$ cat src/rtl/cache_victim_allocator.sv
// cache_victim_allocator
//   Picks the line to fill on a cache miss and owns the per-line valid/dirty state.
//   The lowest-index invalid line wins; with every line valid, the replacement
//   algorithm's candidate is taken, and it is written back first if it is dirty.
//   Every hit and every allocation is reported to the replacement algorithm as a
//   one-cycle access pulse.
//
// Optional feature: define ALLOCATOR_INVALIDATE_EN to add the invalidateEnable and
//   invalidateCacheLine ports. Without it, lines only become invalid on reset.
//
// Ports (CW = COUNTER_WIDTH, N = NUMBER_OF_CACHE_LINES):
//   clock, reset              rising-edge clock; asynchronous active-high reset
//   allocateRequest           level, held by the requester until allocateGrant
//   allocateGrant             one-cycle pulse; the granted line is valid and clean
//   allocatedCacheLine [CW]   granted index; holds its value until the next grant
//   replacementCacheLine [CW] victim candidate from the replacement algorithm
//   accessEnable              one-cycle touch pulse to the replacement algorithm
//   lastAccessedCacheLine[CW] index being touched
//   hitEnable, hitCacheLine, hitWrite   cache hit this cycle; a write hit marks the line dirty
//   writeBackRequest          level; the victim in writeBackCacheLine must be written back
//   writeBackAck              one-cycle pulse; the write-back is complete
//   validMask, dirtyMask [N]  per-line valid and dirty bits
//   invalidateEnable, invalidateCacheLine  (ALLOCATOR_INVALIDATE_EN only)

module cache_victim_allocator #(
  parameter int unsigned NUMBER_OF_CACHE_LINES = 4,
  parameter int unsigned COUNTER_WIDTH = $clog2(NUMBER_OF_CACHE_LINES)
) (
  input  logic                             clock,
  input  logic                             reset,
  input  logic                             allocateRequest,
  output logic                             allocateGrant,
  output logic [COUNTER_WIDTH-1:0]         allocatedCacheLine,
  input  logic [COUNTER_WIDTH-1:0]         replacementCacheLine,
  output logic                             accessEnable,
  output logic [COUNTER_WIDTH-1:0]         lastAccessedCacheLine,
  input  logic                             hitEnable,
  input  logic [COUNTER_WIDTH-1:0]         hitCacheLine,
  input  logic                             hitWrite,
  output logic                             writeBackRequest,
  output logic [COUNTER_WIDTH-1:0]         writeBackCacheLine,
  input  logic                             writeBackAck,
`ifdef ALLOCATOR_INVALIDATE_EN
  input  logic                             invalidateEnable,
  input  logic [COUNTER_WIDTH-1:0]         invalidateCacheLine,
`endif
  output logic [NUMBER_OF_CACHE_LINES-1:0] validMask,
  output logic [NUMBER_OF_CACHE_LINES-1:0] dirtyMask
);

  localparam int unsigned N  = NUMBER_OF_CACHE_LINES;
  localparam int unsigned CW = COUNTER_WIDTH;

  typedef enum logic [1:0] {
    ST_IDLE      = 2'd0,
    ST_SELECT    = 2'd1,
    ST_WRITEBACK = 2'd2,
    ST_GRANT     = 2'd3
  } state_t;

  state_t          state_q, state_d;
  logic [CW-1:0]   victim_q, victim_d;
  logic [N-1:0]    valid_q, valid_d;
  logic [N-1:0]    dirty_q, dirty_d;
  logic            grant_q, grant_d;
  logic [CW-1:0]   alloc_line_q, alloc_line_d;
  logic            access_q, access_d;
  logic [CW-1:0]   last_line_q, last_line_d;
  logic            wb_req_q, wb_req_d;
  logic [CW-1:0]   wb_line_q, wb_line_d;

  logic            free_found;
  logic [CW-1:0]   free_idx;
  logic [CW-1:0]   select_victim;
  logic            go_grant;
  logic [CW-1:0]   grant_idx;

  // Lowest-index invalid line: scan downwards so the last hit is the lowest index.
  always_comb begin
    free_found = 1'b0;
    free_idx   = '0;
    for (int i = int'(N) - 1; i >= 0; i--) begin
      if (!valid_q[i]) begin
        free_found = 1'b1;
        free_idx   = CW'(i);
      end
    end
  end

  assign select_victim = free_found ? free_idx : replacementCacheLine;

  // Next-state and next-output logic.
  always_comb begin
    state_d      = state_q;
    victim_d     = victim_q;
    valid_d      = valid_q;
    dirty_d      = dirty_q;
    grant_d      = 1'b0;
    alloc_line_d = alloc_line_q;
    access_d     = 1'b0;
    last_line_d  = last_line_q;
    wb_req_d     = 1'b0;
    wb_line_d    = wb_line_q;
    go_grant     = 1'b0;
    grant_idx    = victim_q;

    case (state_q)
      ST_IDLE: begin
`ifdef ALLOCATOR_INVALIDATE_EN
        if (invalidateEnable) begin
          valid_d[invalidateCacheLine] = 1'b0;
          dirty_d[invalidateCacheLine] = 1'b0;
        end else
`endif
        if (hitEnable) begin
          // Hit wins; a pending allocation simply waits in IDLE.
          access_d    = 1'b1;
          last_line_d = hitCacheLine;
          if (hitWrite) begin
            dirty_d[hitCacheLine] = 1'b1;
          end
        end else if (allocateRequest) begin
          state_d = ST_SELECT;
        end
      end

      ST_SELECT: begin
        victim_d = select_victim;
        if (dirty_q[select_victim]) begin
          state_d   = ST_WRITEBACK;
          wb_req_d  = 1'b1;
          wb_line_d = select_victim;
        end else begin
          go_grant  = 1'b1;
          grant_idx = select_victim;
        end
      end

      ST_WRITEBACK: begin
        if (writeBackAck) begin
          dirty_d[victim_q] = 1'b0;
          go_grant          = 1'b1;
          grant_idx         = victim_q;
        end else begin
          wb_req_d = 1'b1;
        end
      end

      ST_GRANT: begin
        state_d = ST_IDLE;
      end

      default: begin
        state_d = ST_IDLE;
      end
    endcase

    // Entering GRANT: the line becomes valid and clean in the grant cycle itself.
    if (go_grant) begin
      state_d            = ST_GRANT;
      grant_d            = 1'b1;
      alloc_line_d       = grant_idx;
      access_d           = 1'b1;
      last_line_d        = grant_idx;
      valid_d[grant_idx] = 1'b1;
      dirty_d[grant_idx] = 1'b0;
    end
  end

  // State and output registers; reset abandons any write-back in flight.
  always_ff @(posedge clock or posedge reset) begin
    if (reset) begin
      state_q      <= ST_IDLE;
      victim_q     <= '0;
      valid_q      <= '0;
      dirty_q      <= '0;
      grant_q      <= 1'b0;
      alloc_line_q <= '0;
      access_q     <= 1'b0;
      last_line_q  <= '0;
      wb_req_q     <= 1'b0;
      wb_line_q    <= '0;
    end else begin
      state_q      <= state_d;
      victim_q     <= victim_d;
      valid_q      <= valid_d;
      dirty_q      <= dirty_d;
      grant_q      <= grant_d;
      alloc_line_q <= alloc_line_d;
      access_q     <= access_d;
      last_line_q  <= last_line_d;
      wb_req_q     <= wb_req_d;
      wb_line_q    <= wb_line_d;
    end
  end

  assign allocateGrant         = grant_q;
  assign allocatedCacheLine    = alloc_line_q;
  assign accessEnable          = access_q;
  assign lastAccessedCacheLine = last_line_q;
  assign writeBackRequest      = wb_req_q;
  assign writeBackCacheLine    = wb_line_q;
  assign validMask             = valid_q;
  assign dirtyMask             = dirty_q;

endmodule

$ cat config.mk
export PLATFORM = sky130hd
export DESIGN_NAME = cache_victim_allocator
export DESIGN_NICKNAME = d
export VERILOG_FILES = /design/src/rtl/cache_victim_allocator.sv
export SDC_FILE = /design/constraint.sdc
export NUM_CORES = 1
export LEC_CHECK = 0
export BUFFER_PORTS_ARGS = -buffer_cell sky130_fd_sc_hd__buf_4
export CAP_MARGIN = 30
export CORE_MARGIN = 2
export CORE_UTILIZATION = 53
export DETAILED_ROUTE_END_ITERATION = 10
export MAX_ROUTING_LAYER = met4
export PLACE_DENSITY = 0.83
export SLEW_MARGIN = 25
export SYNTH_ARGS = -nofsm -noshare
export SYNTH_HDL_FRONTEND = slang
export SYNTH_SLANG_ARGS = --single-unit
$ cat constraint.sdc
create_clock -name clock -period 2.1 [get_ports clock]
set_input_delay 0.21 -clock clock [delete_from_list [all_inputs] [get_ports clock]]
set_output_delay 0.21 -clock clock [all_outputs]
set_load 0.005 [all_outputs]
Word-level counts from Yosys, hierarchy flattened
Cells that the tools add are included.
- bits of input ports: 10
- register bits: 21
- logic and storage cells: 81
- equal/unequal tests: 6
- bitwise gates (word level): 6
- magnitude comparators: 7
- muxes and demuxes: 42
- reductions and logical operators: 10
- operator list (operator ; number):
    $mux W2 ; 14
    $mux W1 ; 16
    $mux W4 ; 4
    $lt A2 B3 Y1 const B ; 4
    $ne A3 B3 Y1 const B ; 3
    $and A4 B4 Y4 ; 2
    $not A4 Y4 ; 2
    $or A4 B4 Y4 ; 2
    $pmux W4 S2 ; 1
    $demux W1 S2 ; 3
    $ge A2 B1 Y1 const B ; 3
    $pmux W2 S3 ; 1
    $eq A2 B2 Y1 const B ; 2
    $pmux W1 S2 ; 2
    $reduce_and A2 Y1 ; 2
    $reduce_and A4 Y1 ; 1
    $reduce_bool A2 Y1 ; 2
    $reduce_bool A4 Y1 ; 1
    $logic_and A1 B1 Y1 ; 3
    $bmux W1 S2 ; 1
    $eq A2 B1 Y1 const B ; 1
    $logic_not A2 Y1 ; 1

Depth between registers and ports, before layout
- depth after elaboration: 16
- gate-level depth with buffers: 7
- gate-level depth less buffers: 7

Least setup slack after synthesis
No wires, ideal clock.
- path type: register to register
- start: reg state_q[0]
- end: reg state_q[0]
- cell stages (with the launch flop): 7
- path buffers: 0
- slack: 0.354 ns
- arrival time: 1.615 ns
- clock period less this slack: 1.746 ns
- required time: 1.969 ns
- setup time: 0.131 ns
- path through: dfrtp_1 inv_1 ha_1 and2_1 nand4_2 nand3_4 or3_1
- cells in the longest elaborated chain, start to end: 4
- elaborated cells between the ends (all ways): 12
- those cells by class: eq/ne (6); mux (3); reduce/logical (3)
- ends and longest elaborated chain (what ; RTL line ; RTL):
    start: declaration ; 61 ; state_t state_q, state_d;
    start signal: assignment ; 184 ; state_q <= state_d;
    $eq A2 B2 Y1 or $eq A2 B1 Y1 (tied branches) ; 107 ; case (state_q)
    $pmux W1 S2 * ; 107 ;
    named net go_grant ; 75 ; logic go_grant;
    $ne A3 B3 Y1 (no line) or $reduce_bool A4 Y1 (tied branches) ; -- ;
    $reduce_and A4 Y1 (no line) ; -- ;
The timed path passes the listed nets; every way through them passes the cells marked *.
A chain may end at the register's enable or synchronous reset.

Worst setup path in the final report
Same ends and word-level chain as after synthesis.

==> flow_summary.ini <==
[yosys]
async_reset_ff_share_pct = 100
avgSynthCellArea_sq_um = 9.98
yosysSeqAreaShare_pct = 41.8
ys_ff_latch = 21
synth_nets = 140
yosys.area_share.simple_pct = 30.7
synth_compound_area_share_pct = 16.0
synth-xor-area-share_pct = 0
synth_edf_count = 0
synth_flop_cell = dfrtp_1
synth_fa_ha_area_share_pct = 3.98
synthesis.area_sq_um = 1260
synth_top_family_by_area = simple AND/OR/NAND/NOR gates
synth_warnings = 0
synth.mux.area_fraction_pct = 3.48
synthCells = 126
synthDistinctLibCells = 43

[critical_path]
worst-endpoint-arrival_ns = 2.15
crit_fanout = 7
cpPeakStageDelay_ns = 0.42
critPathLaunchType = flip-flop
r2r-end = state_q[0]
cp_slowest_cell = dfrtp_1
rrSetupSlack_ns = 0.15
crit_required_ns = 2.29
path_class = reg2reg
rr_worst_depth = 6
cp_cell_sequence = inv_1, ha_1, and2_1, nand4_2, nand3_4, or3_1
r2r_start = state_q[0]
cp-end-kind = flip-flop

[routing]
drtIter0Drc = 34
drcViolationCount = 0
drtPass1Iterations = 4
num_vias = 1162
routed_wl_microns = 3110
wl_per_cell_microns = 17.1
ant_nets = 0
routed_via_density = 6.38

[grt]
grt_start_max_net_pins = 22
grt_pass1_wl_microns = 5090
antenna_found_initial = 0
grt_overflow = 0
grt_pass1_vias = 1085
grt.total_usage_pct = 25.8

[clocking]
cts_resized = 0
htree_levels = 1
cts.reportedPaths.clkPinSlew_ns = 0.11
cts.sinks = 21
post_cts_buffers = 0
clk_latency_ns = 0.30
hold_buffers = 0
cts_buffers = 3
clk_path_buf_depth = 2
cts_tree = done
clock_tree.root_cell = clkbuf_4

[sta]
finalSetupViolations = 0
finClkSkew_ns = 0.00110
tns_ns = 0
worstMarginPinSlew_ns = 0.778
rsz0062_at_grt = no
min_period_ns = 1.95
period_share_pct = 93.0
drv_slew = 0
max_freq_mhz = 512
hold_viol = 0
max_slew_margin_pct = 48.1

[final_layout]
fill_cells = 211
ff_latch_area_sq_um = 526
nNetsFinal = 169
num_antenna_cells = 0
multiInputGateArea_sq_um = 682
drive_gt1_share_pct = 29.9
final_cells = 182
area_delta_synth_final_pct = 19.4

[outcome]
outcome = complete, no violations

[power]
pwr-share-comb_pct = 59.8
leakagePower_uw = 0.000684
p_int_uw = 1310
p_seq_share_pct = 32.2
power_density_nw_per_um2 = 1630
irDropWorstVdd_v = 0.000979
switchingPower_uw = 1140
clockPowerShare_pct = 8.0
switching_share_pct = 46.5

[place]
dp_cells = 178
port_buffers = 26
globalplace.congestion = 0.900
dpl.hpwl_microns = 2400

[floorplan]
fp.dieH_microns = 52.7
io_pins = 27
die_width_microns = 52.7
die_area_sq_um = 2780
start_util_pct = 56.3
fp.coreArea_sq_um = 2230
placementRows = 17

[min_path]
hold_class = in2async

[run]
maxCapViolCount = 0
-- per-layer routing --
metal | track usage, % | vias to the layer above | wire, microns
met1 | 32.1 | 567 | 1280
met3 | 4.57 | 11 | 237
met5 | - | - | 0
met2 | 42.1 | 54 | 1520
li1 | - | 530 | -
met4 | 9.40 | 0 | 63
-- cells by family after synthesis --
group                    Yosys count
AND/OR/NAND/NOR                   61
AO/OA/AOI/OAI                     25
flip-flops                        21
multiplexers                       4
buffers and inverters             11
adder cells (fa/ha/maj)            4
-- power by group through the flow --
stage / combinational [uW] / sequential (uW) / clock [uW]
2_1_floorplan: 1030 / 749 / 0
3_3_place_gp: 1410 / 782 / 0
3_5_place_dp: 1450 / 792 / 0
4_1_cts: 1460 / 786 / 195
5_1_grt: 1600 / 813 / 214
6_report: 1460 / 790 / 196
-- state kept, by name (all words and copies together), names as in the netlist --
name                   flops
dirtyMask                  4
validMask                  4
allocatedCacheLine         2
lastAccessedCacheLine      2
state_q                    2
victim_q                   2
writeBackCacheLine         2
accessEnable               1
allocateGrant              1
writeBackRequest           1
-- cell usage in the layout, fill, tap and decap left out, types with 2 or more instances in the layout --
master,instances
buf_4,27
dfrtp_1,21
nor2_1,13
nand4_1,8
inv_1,8
nand2_1,8
nand3_1,7
o21ai_0,5
ha_1,4
nand4_2,3
nor3_1,3
o221ai_1,3
clkbuf_4,3
nand3b_1,2
nand2b_1,2
o21ai_4,2
mux2_2,2
and2_1,2
and4_4,2
a31oi_1,2
o22ai_1,2
nor3b_1,2
a21oi_1,2
a22oi_1,2
-- cell usage after synthesis (2+ instances only) --
cell / n / area, sq um
dfrtp_1: 21 / 526
nor2_1: 13 / 48.8
inv_1: 8 / 30.0
nand2_1: 8 / 30.0
nand4_1: 8 / 50.1
nand3_1: 7 / 35.0
o21ai_0: 5 / 25.0
ha_1: 4 / 50.1
nand4_2: 3 / 37.5
nor3_1: 3 / 15.0
o221ai_1: 3 / 26.3
a21oi_1: 2 / 10.0
a22oi_1: 2 / 15.0
a31oi_1: 2 / 12.5
and2_1: 2 / 12.5
and4_4: 2 / 22.5
mux2_2: 2 / 22.5
nand2b_1: 2 / 12.5
nand3b_1: 2 / 15.0
nor3b_1: 2 / 15.0
o21ai_4: 2 / 32.5
o22ai_1: 2 / 12.5
-- worst max-delay path by stage --
stage               start           end  slack [ns]  cells past startpoint
2_1_floorplan  state_q[0]    state_q[0]        0.35                      6
3_3_place_gp   state_q[0]    state_q[0]        0.26                      6
3_5_place_dp   state_q[0]    state_q[0]        0.19                      6
4_1_cts        state_q[0]    state_q[0]        0.17                      6
5_1_grt        state_q[1]  dirtyMask[0]        0.04                      6
6_report       state_q[0]    state_q[0]        0.15                      6
-- per-stage QoR --
step	hold slack (ns)	cell area [sq um]	util (%)	setup WS [ns]	total power (uW)
after floorplan	0.187	1260	-	0.354	1780
after global placement	0.391	1480	66.1	0.260	2190
after detailed placement	0.409	1480	66.1	0.188	2240
after CTS	0.0804	1500	67.2	0.167	2440
after global routing	0.101	1500	67.2	0.0362	2630
final	0.0377	1500	67.2	0.148	2450
-- layout make-up --
type | instances | area share, %
repair buffers | 27 | 13.5
well taps | 28 | 2.33
multi-input cells | 94 | 45.4
flip-flops and latches | 21 | 35.0
inverters | 8 | 2.00
clock buffers | 4 | 1.75
-- worst max-delay path: cells and delay by family (launching register included) --
family | cells | cell delay, ns
flip-flops | 1 | 0.42
adder cells (fa/ha/maj) | 1 | 0.38
AND/OR/NAND/NOR | 4 | 0.94
buffers and inverters | 1 | 0.10
Power figures use the tool's default switching activity.
